File: config.mk
export PLATFORM = sky130hd
export DESIGN_NAME = apb_rr_fabric
export DESIGN_NICKNAME = d
export VERILOG_FILES = /design/src/rtl/apb_fabric_pkg.sv /design/src/rtl/rr_arbiter.sv /design/src/rtl/apb_rr_fabric.sv
export SDC_FILE = /design/constraint.sdc
export NUM_CORES = 1
export LEC_CHECK = 0
export ABC_CLOCK_PERIOD_IN_PS = 11000
export BUFFER_PORTS_ARGS = -buffer_cell sky130_fd_sc_hd__buf_4
export CAP_MARGIN = 20
export CORE_AREA = 2 2 162 164
export CTS_BUF_LIST = sky130_fd_sc_hd__clkbuf_8
export DETAILED_ROUTE_END_ITERATION = 6
export DIE_AREA = 0 0 164 166
export MAX_ROUTING_LAYER = met4
export PLACE_DENSITY = 0.56
export SLEW_MARGIN = 20
export SYNTH_ARGS = -nofsm -noshare
export SYNTH_HDL_FRONTEND = slang
export SYNTH_SLANG_ARGS = --single-unit
File: constraint.sdc
create_clock -name i_clk -period 11 [get_ports i_clk]
set_input_delay 3.3 -clock i_clk [delete_from_list [all_inputs] [get_ports i_clk]]
set_output_delay 3.3 -clock i_clk [all_outputs]
set_load 0.02 [all_outputs]
File: src/rtl/apb_fabric_pkg.sv
// Shared types and helpers for the N-master / M-slave APB round-robin fabric.
// The command and response records depend on the bus widths, so they are
// typedef'd inside the fabric from its parameters. This package holds the
// width-independent pieces: the transfer FSM state and the wrap helper.
package apb_fabric_pkg;

  // Transfer sequencer states.
  typedef enum logic [1:0] {
    ST_IDLE   = 2'd0,
    ST_SETUP  = 2'd1,
    ST_ACCESS = 2'd2,
    ST_DONE   = 2'd3
  } state_e;

  // Wrap an index that may run at most one full lap past count back into
  // [0, count). The explicit compare keeps this correct when count is not
  // a power of two.
  function automatic int rr_wrap(input int idx, input int count);
    return (idx >= count) ? (idx - count) : idx;
  endfunction

endpackage

File: src/rtl/rr_arbiter.sv
// Rotating-pointer round-robin arbiter. The search starts at the pointer and
// wraps modulo MASTER_COUNT. The first requester found wins. On i_advance the
// pointer moves to one past the current winner, so that master becomes the
// lowest priority for the next arbitration.
module rr_arbiter
  import apb_fabric_pkg::*;
#(
  parameter  int MASTER_COUNT = 3,
  localparam int PTR_W        = $clog2(MASTER_COUNT)
) (
  input  logic                    i_clk,
  input  logic                    i_rst,
  input  logic [MASTER_COUNT-1:0] i_req,
  input  logic                    i_advance,
  output logic [MASTER_COUNT-1:0] o_gnt_onehot,
  output logic [PTR_W-1:0]        o_gnt_idx
);

  localparam logic [PTR_W-1:0] LAST_IDX = PTR_W'(MASTER_COUNT - 1);

  logic [PTR_W-1:0] ptr_q, ptr_d;
  logic [PTR_W-1:0] cand;
  logic             found;

  // Rotate by the pointer, priority-encode, and map the winner back to its real index.
  always_comb begin
    // NOTE: every signal written here gets a default first, so no path leaves
    // a value held over from the previous evaluation and no latch is inferred.
    o_gnt_onehot = '0;
    o_gnt_idx    = '0;
    found        = 1'b0;
    cand         = '0;
    for (int i = 0; i < MASTER_COUNT; i++) begin
      cand = PTR_W'(rr_wrap(int'(ptr_q) + i, MASTER_COUNT));
      if (!found && i_req[cand]) begin
        found             = 1'b1;
        o_gnt_idx         = cand;
        o_gnt_onehot[cand] = 1'b1;
      end
    end
  end

  // The next pointer is one past the winner, with an explicit wrap at the last master.
  always_comb begin
    ptr_d = ptr_q;
    if (i_advance) begin
      ptr_d = (o_gnt_idx == LAST_IDX) ? '0 : (o_gnt_idx + PTR_W'(1));
    end
  end

  // Pointer register. Reset gives master 0 the highest priority.
  always_ff @(posedge i_clk or negedge i_rst) begin
    // NOTE: clocked state uses non-blocking (<=) so every register samples
    // pre-edge values, regardless of statement or block order.
    if (!i_rst) ptr_q <= '0;
    else        ptr_q <= ptr_d;
  end

endmodule

File: src/rtl/apb_rr_fabric.sv
// Parametrised N-master / M-slave APB interconnect with round-robin arbitration.
// A request is a nonzero psel slice. The winning master's command is frozen in
// cmd_q for the whole transfer. A command that is not one-hot skips the slave
// side and returns an error. Optional build macro APB_TIMEOUT_EN adds an
// ACCESS-phase watchdog that aborts with an error after TIMEOUT_CYCLES cycles.
module apb_rr_fabric
  import apb_fabric_pkg::*;
#(
  parameter int DATA_WIDTH     = 32,
  parameter int ADDR_WIDTH     = 32,
  parameter int MASTER_COUNT   = 3,
  parameter int SLAVE_COUNT    = 3,
  parameter int TIMEOUT_CYCLES = 16
) (
  input  logic                               i_clk,
  input  logic                               i_rst,
  input  logic [MASTER_COUNT*ADDR_WIDTH-1:0]  i_paddr,
  input  logic [MASTER_COUNT-1:0]             i_pwrite,
  input  logic [MASTER_COUNT*SLAVE_COUNT-1:0] i_psel,
  input  logic [MASTER_COUNT-1:0]             i_penable,
  input  logic [MASTER_COUNT*DATA_WIDTH-1:0]  i_pwdata,
  output logic [DATA_WIDTH-1:0]               o_prdata_m,
  output logic [MASTER_COUNT-1:0]             o_pready_m,
  output logic [MASTER_COUNT-1:0]             o_pslverr_m,
  output logic [ADDR_WIDTH-1:0]               o_paddr,
  output logic                                o_pwrite,
  output logic [SLAVE_COUNT-1:0]              o_psel,
  output logic                                o_penable,
  output logic [DATA_WIDTH-1:0]               o_pwdata,
  input  logic [SLAVE_COUNT*DATA_WIDTH-1:0]   i_prdata,
  input  logic [SLAVE_COUNT-1:0]              i_pready,
  input  logic [SLAVE_COUNT-1:0]              i_pslverr,
  output logic [MASTER_COUNT-1:0]             o_gnt,
  output logic                                o_busy
);

  localparam int PTR_W = $clog2(MASTER_COUNT);

  typedef struct packed {
    logic [ADDR_WIDTH-1:0]  addr;
    logic                   write;
    logic [SLAVE_COUNT-1:0] sel;
    logic [DATA_WIDTH-1:0]  wdata;
  } cmd_t;

  typedef struct packed {
    logic [DATA_WIDTH-1:0] rdata;
    logic                  err;
  } rsp_t;

  state_e                  state_q;
  cmd_t                    cmd_q;
  rsp_t                    rsp_q;
  logic [MASTER_COUNT-1:0] gnt_q;
  logic [SLAVE_COUNT-1:0]  psel_q;
  logic                    penable_q;
  logic [MASTER_COUNT-1:0] pready_m_q;

  logic [MASTER_COUNT-1:0] req;
  logic [MASTER_COUNT-1:0] arb_req;
  logic [MASTER_COUNT-1:0] arb_gnt;
  logic [PTR_W-1:0]        arb_idx;
  cmd_t                    win_cmd;
  logic                    sel_ready;
  logic                    sel_err;
  logic [DATA_WIDTH-1:0]   sel_rdata;
  logic                    tmo_hit;

  // Master-side enable carries no information the fabric needs.
  logic penable_unused;
  assign penable_unused = &i_penable;

  // A master requests whenever any bit of its psel slice is set.
  always_comb begin
    req = '0;
    for (int k = 0; k < MASTER_COUNT; k++) begin
      req[k] = |i_psel[k*SLAVE_COUNT +: SLAVE_COUNT];
    end
  end

  // Outside IDLE the arbiter sees only the latched winner, so its index (and
  // the pointer advance in DONE) cannot be disturbed by late requesters.
  assign arb_req = (state_q == ST_IDLE) ? req : gnt_q;

  rr_arbiter #(
    .MASTER_COUNT (MASTER_COUNT)
  ) u_arb (
    .i_clk        (i_clk),
    .i_rst        (i_rst),
    .i_req        (arb_req),
    .i_advance    (state_q == ST_DONE),
    .o_gnt_onehot (arb_gnt),
    .o_gnt_idx    (arb_idx)
  );

  // Select the winning master's command fields.
  always_comb begin
    win_cmd.addr  = i_paddr[arb_idx*ADDR_WIDTH +: ADDR_WIDTH];
    win_cmd.write = i_pwrite[arb_idx];
    win_cmd.sel   = i_psel[arb_idx*SLAVE_COUNT +: SLAVE_COUNT];
    win_cmd.wdata = i_pwdata[arb_idx*DATA_WIDTH +: DATA_WIDTH];
  end

  // Return path from the selected slave only. Other slaves are masked off.
  assign sel_ready = |(i_pready & cmd_q.sel);
  assign sel_err   = |(i_pslverr & cmd_q.sel);

  // OR-mux of read data, gated by the latched one-hot select.
  always_comb begin
    sel_rdata = '0;
    for (int s = 0; s < SLAVE_COUNT; s++) begin
      if (cmd_q.sel[s]) sel_rdata = sel_rdata | i_prdata[s*DATA_WIDTH +: DATA_WIDTH];
    end
  end

`ifdef APB_TIMEOUT_EN
  localparam int CNT_W = $clog2(TIMEOUT_CYCLES + 1);
  logic [CNT_W-1:0] tmo_cnt_q;

  // The watchdog clears in SETUP (just before ACCESS) and counts every ACCESS cycle.
  always_ff @(posedge i_clk or negedge i_rst) begin
    if (!i_rst)                      tmo_cnt_q <= '0;
    else if (state_q == ST_SETUP)    tmo_cnt_q <= '0;
    else if (state_q == ST_ACCESS)   tmo_cnt_q <= tmo_cnt_q + CNT_W'(1);
  end

  // The last permitted ACCESS cycle is the one in which the count reads TIMEOUT_CYCLES-1.
  assign tmo_hit = (state_q == ST_ACCESS) && (tmo_cnt_q == CNT_W'(TIMEOUT_CYCLES - 1));
`else
  localparam int TIMEOUT_UNUSED = TIMEOUT_CYCLES;
  assign tmo_hit = 1'b0;
`endif

  // Transfer sequencer: latch in IDLE, strobe the slave, return the response in DONE.
  always_ff @(posedge i_clk or negedge i_rst) begin
    if (!i_rst) begin
      state_q    <= ST_IDLE;
      cmd_q      <= '0;
      rsp_q      <= '0;
      gnt_q      <= '0;
      psel_q     <= '0;
      penable_q  <= 1'b0;
      pready_m_q <= '0;
    end else begin
      case (state_q)
        ST_IDLE: begin
          if (|req) begin
            cmd_q <= win_cmd;
            gnt_q <= arb_gnt;
            if ($onehot(win_cmd.sel)) begin
              psel_q  <= win_cmd.sel;
              state_q <= ST_SETUP;
            end else begin
              // Decode error: no slave strobe, answer the master straight away.
              rsp_q.rdata <= '0;
              rsp_q.err   <= 1'b1;
              pready_m_q  <= arb_gnt;
              state_q     <= ST_DONE;
            end
          end
        end
        ST_SETUP: begin
          penable_q <= 1'b1;
          state_q   <= ST_ACCESS;
        end
        ST_ACCESS: begin
          if (sel_ready || tmo_hit) begin
            psel_q      <= '0;
            penable_q   <= 1'b0;
            rsp_q.err   <= sel_ready ? sel_err : 1'b1;
            rsp_q.rdata <= (sel_ready && !sel_err && !cmd_q.write) ? sel_rdata : '0;
            pready_m_q  <= gnt_q;
            state_q     <= ST_DONE;
          end
        end
        ST_DONE: begin
          pready_m_q <= '0;
          rsp_q      <= '0;
          gnt_q      <= '0;
          state_q    <= ST_IDLE;
        end
        default: state_q <= ST_IDLE;
      endcase
    end
  end

  assign o_prdata_m  = rsp_q.rdata;
  assign o_pready_m  = pready_m_q;
  assign o_pslverr_m = pready_m_q & {MASTER_COUNT{rsp_q.err}};
  assign o_paddr     = cmd_q.addr;
  assign o_pwrite    = cmd_q.write;
  assign o_pwdata    = cmd_q.wdata;
  assign o_psel      = psel_q;
  assign o_penable   = penable_q;
  assign o_gnt       = gnt_q;
  assign o_busy      = (state_q != ST_IDLE);

endmodule

==> flow_metrics.tcl <==
set metrics [dict create \
    drt_iter0_markers 462 \
    final_common_cell "buf_4" \
    timing.hold.ws_ps 481 \
    synth.distinct_cells 54 \
    dp_slack_ps 2920 \
    syn2layout_area_growth_pct 41.3 \
    period_share 0.689 \
    seq_area_frac_synth 0.400 \
    hp-class "reg2reg" \
    maxSlewHeadroom 0.379 \
    critical_path_arrival_ps 7920 \
    clk_pin_slew_worst_paths_ps 80 \
    skew_ps 13.3 \
    n_fill_cell 2647 \
    drc 0 \
    syn_nets 1104 \
    ys_warn_count 0 \
    drt-total-wl_um 25300 \
    synth_area_leaders "dfrtp_1 40%, buf_4 11%, a32o_1 9.3%" \
    vias 7041 \
    post-synth-top-area-fraction 0.400 \
    yosysTopAreaCell "dfrtp_1" \
    synth-async-reset-ratio 1.00 \
    ctsRootBufferMaster "clkbuf_8" \
    fmax_mhz 132 \
    hold_viol 0 \
    die_width_um 164 \
    die-area_um2 27200 \
    rsz0062_at_grt "no" \
    finalWorstSetupSlack_ps 3430 \
    netlist_area_um2 7200 \
    grt_use_total 0.185 \
    cts_max_path_buffers 2 \
    postLayoutCoreUtil 0.397 \
    grt_pass1_wl_um 38000 \
    grt_pass1_vias 6827 \
    num_antenna_cells 0 \
    core-area_um2 25600 \
    finalMaxSlewViolations 0 \
    leakage_nw 4.76 \
    critical_path_class "in2reg" \
    antenna_left 0 \
    tightest_slew_ps 932 \
    overflow 0 \
    period_minus_slack_ps 7570 \
    grt_max_degree 105 \
    synth-edff-count 0 \
    status "complete, no violations" \
    portBuffers 418 \
    power.total_mw 0.941 \
    cp.required_ps 11340 \
    ctsResizeCount 0 \
    ys.flop_type "dfrtp_1" \
    p_per_area_nw_per_um2 92.6 \
    antenna_found_initial 0 \
    crit_path_end_kind "register" \
    setup_viol 0 \
    ys_seq_elements 115 \
    dp_hpwl_um 19000 \
    cts_tree "built" \
    postCtsSetupBuffers 0 \
    syn_area_per_cell_um2 9.19 \
    critPathLaunch "i_psel[6]" \
    cts_max_level 4 \
    cts_sinks 115 \
    cts_buffers 17 \
    pin_count 422 \
    cap_viol_max_count 0 \
    first_pass_iters 5 \
    wl_per_cell_um 18.0 \
    synthCells 783 \
    cp-endpoint "o_pready_m[0]" \
    r2r_slack_ps 5450 \
    crit_path_start_kind "input port" \
    r2r.worst_path.cells 16 \
    reg2reg_from "state_q[0]" \
    routabilityCongestion 0.863 \
    mostFrequentLayoutCells "428 x buf_4, 119 x nand2_1, 114 x dfrtp_1" \
    nNetsFinal 1380 \
    r2r-end "o_pready_m[0]" \
    start_util 0.281 \
    peakVddDrop_v 0.0000490 \
    drive_gt1_frac 0.448 \
    vias_per_cell 5.00 \
    hold_buffers 0 \
    rows 59 \
    die_h_um 166 \
    cp_max_fo 70 \
    clock_latency_ps 430 \
    setup_tns_ps 0 \
]
## final cells by class
class                           instances  area [um^2]  share of cell area
Tap cell                              335          419              0.0412
Clock inverter                         14          154              0.0151
Inverter                                9         33.8             0.00332
Clock buffer                           18          248              0.0244
Timing Repair Buffer                  428         3210               0.316
Sequential cell                       115         2880               0.283
Multi-Input combinational cell        488         3220               0.317
## synthesized netlist by cell type, drive strengths merged, types with 5 or more instances
master	count
buf	134
nand2	120
dfrtp	115
o21ai	80
a21oi	72
a32o	67
o31ai	38
clkbuf	37
a222oi	34
ha	9
inv	9
nor3	7
nand3	6
nor2	5
## per-layer routing
layer | GRT usage | wire (um) | vias up | part of all wire
met2 | 0.312 | 12600 | 346 | 0.50
met1 | 0.227 | 10400 | 3271 | 0.41
met3 | 0.0345 | 2010 | 24 | 0.079
met4 | 0.0477 | 346 | 0 | 0.014
li1 | - | - | 3400 | -
met5 | - | 0 | - | 0
## worst min-delay path by stage
stage / from / endpoint / slack (ps) / cells after the start
after CTS: o_prdata_m[17] / o_prdata_m[17] / 480 / 2
final: o_prdata_m[8] / o_prdata_m[8] / 480 / 2
after global routing: o_pwdata[10] / o_pwdata[10] / 510 / 2
after global placement: o_prdata_m[0] / o_prdata_m[0] / 460 / 2
after floorplan: o_prdata_m[0] / o_prdata_m[0] / 450 / 2
after detailed placement: o_prdata_m[17] / o_prdata_m[17] / 470 / 2
## sequential cells by signal (all words and copies together) (netlist names)
register / count
cmd_q: 3
o_gnt: 3
o_paddr: 32
o_penable: 1
o_prdata_m: 32
o_pready_m: 3
o_psel: 3
o_pwdata: 32
o_pwrite: 1
rsp_q: 1
state_q: 2
u_arb.ptr_q: 2
## power breakdown
part / switching [mW] / total (mW) / internal (mW)
registers: 0.000905 / 0.425 / 0.424
clock network: 0.195 / 0.405 / 0.210
logic: 0.0367 / 0.112 / 0.0755
total: 0.232 / 0.941 / 0.709
## critical path, cell delays in order
cell      delay (ps)
buf_4            120
or4b_1           660
a21boi_2         170
o21a_2           120
buf_4            580
a21oi_4           90
buf_4            350
a21oi_2          370
inv_1            100
fa_1             490
nor3b_1          170
or3_2            400
buf_4            320
or3_1            430
o211ai_1         180
## cell families after synthesis
| logic type | count (synthesis) | share of synthesized area |
|---|---|---|
| adders and majority gates | 10 | 0.0184 |
| DFF | 115 | 0.400 |
| and+or+nand+nor | 163 | 0.103 |
| AOI/OAI and AO/OA | 313 | 0.320 |
| muxes | 2 | 0.00296 |
| buffers and inverters | 180 | 0.155 |
## per-stage QoR
| step | cells | cell area [um^2] |
|---|---|---|
| floorplan | 783 | 7200 |
| global placement | 1375 | 9760 |
| detailed placement | 1375 | 9760 |
| CTS | 1407 | 10200 |
| global route | 1407 | 10200 |
| finish | 1407 | 10200 |
(Power assumes the default switching activity.)
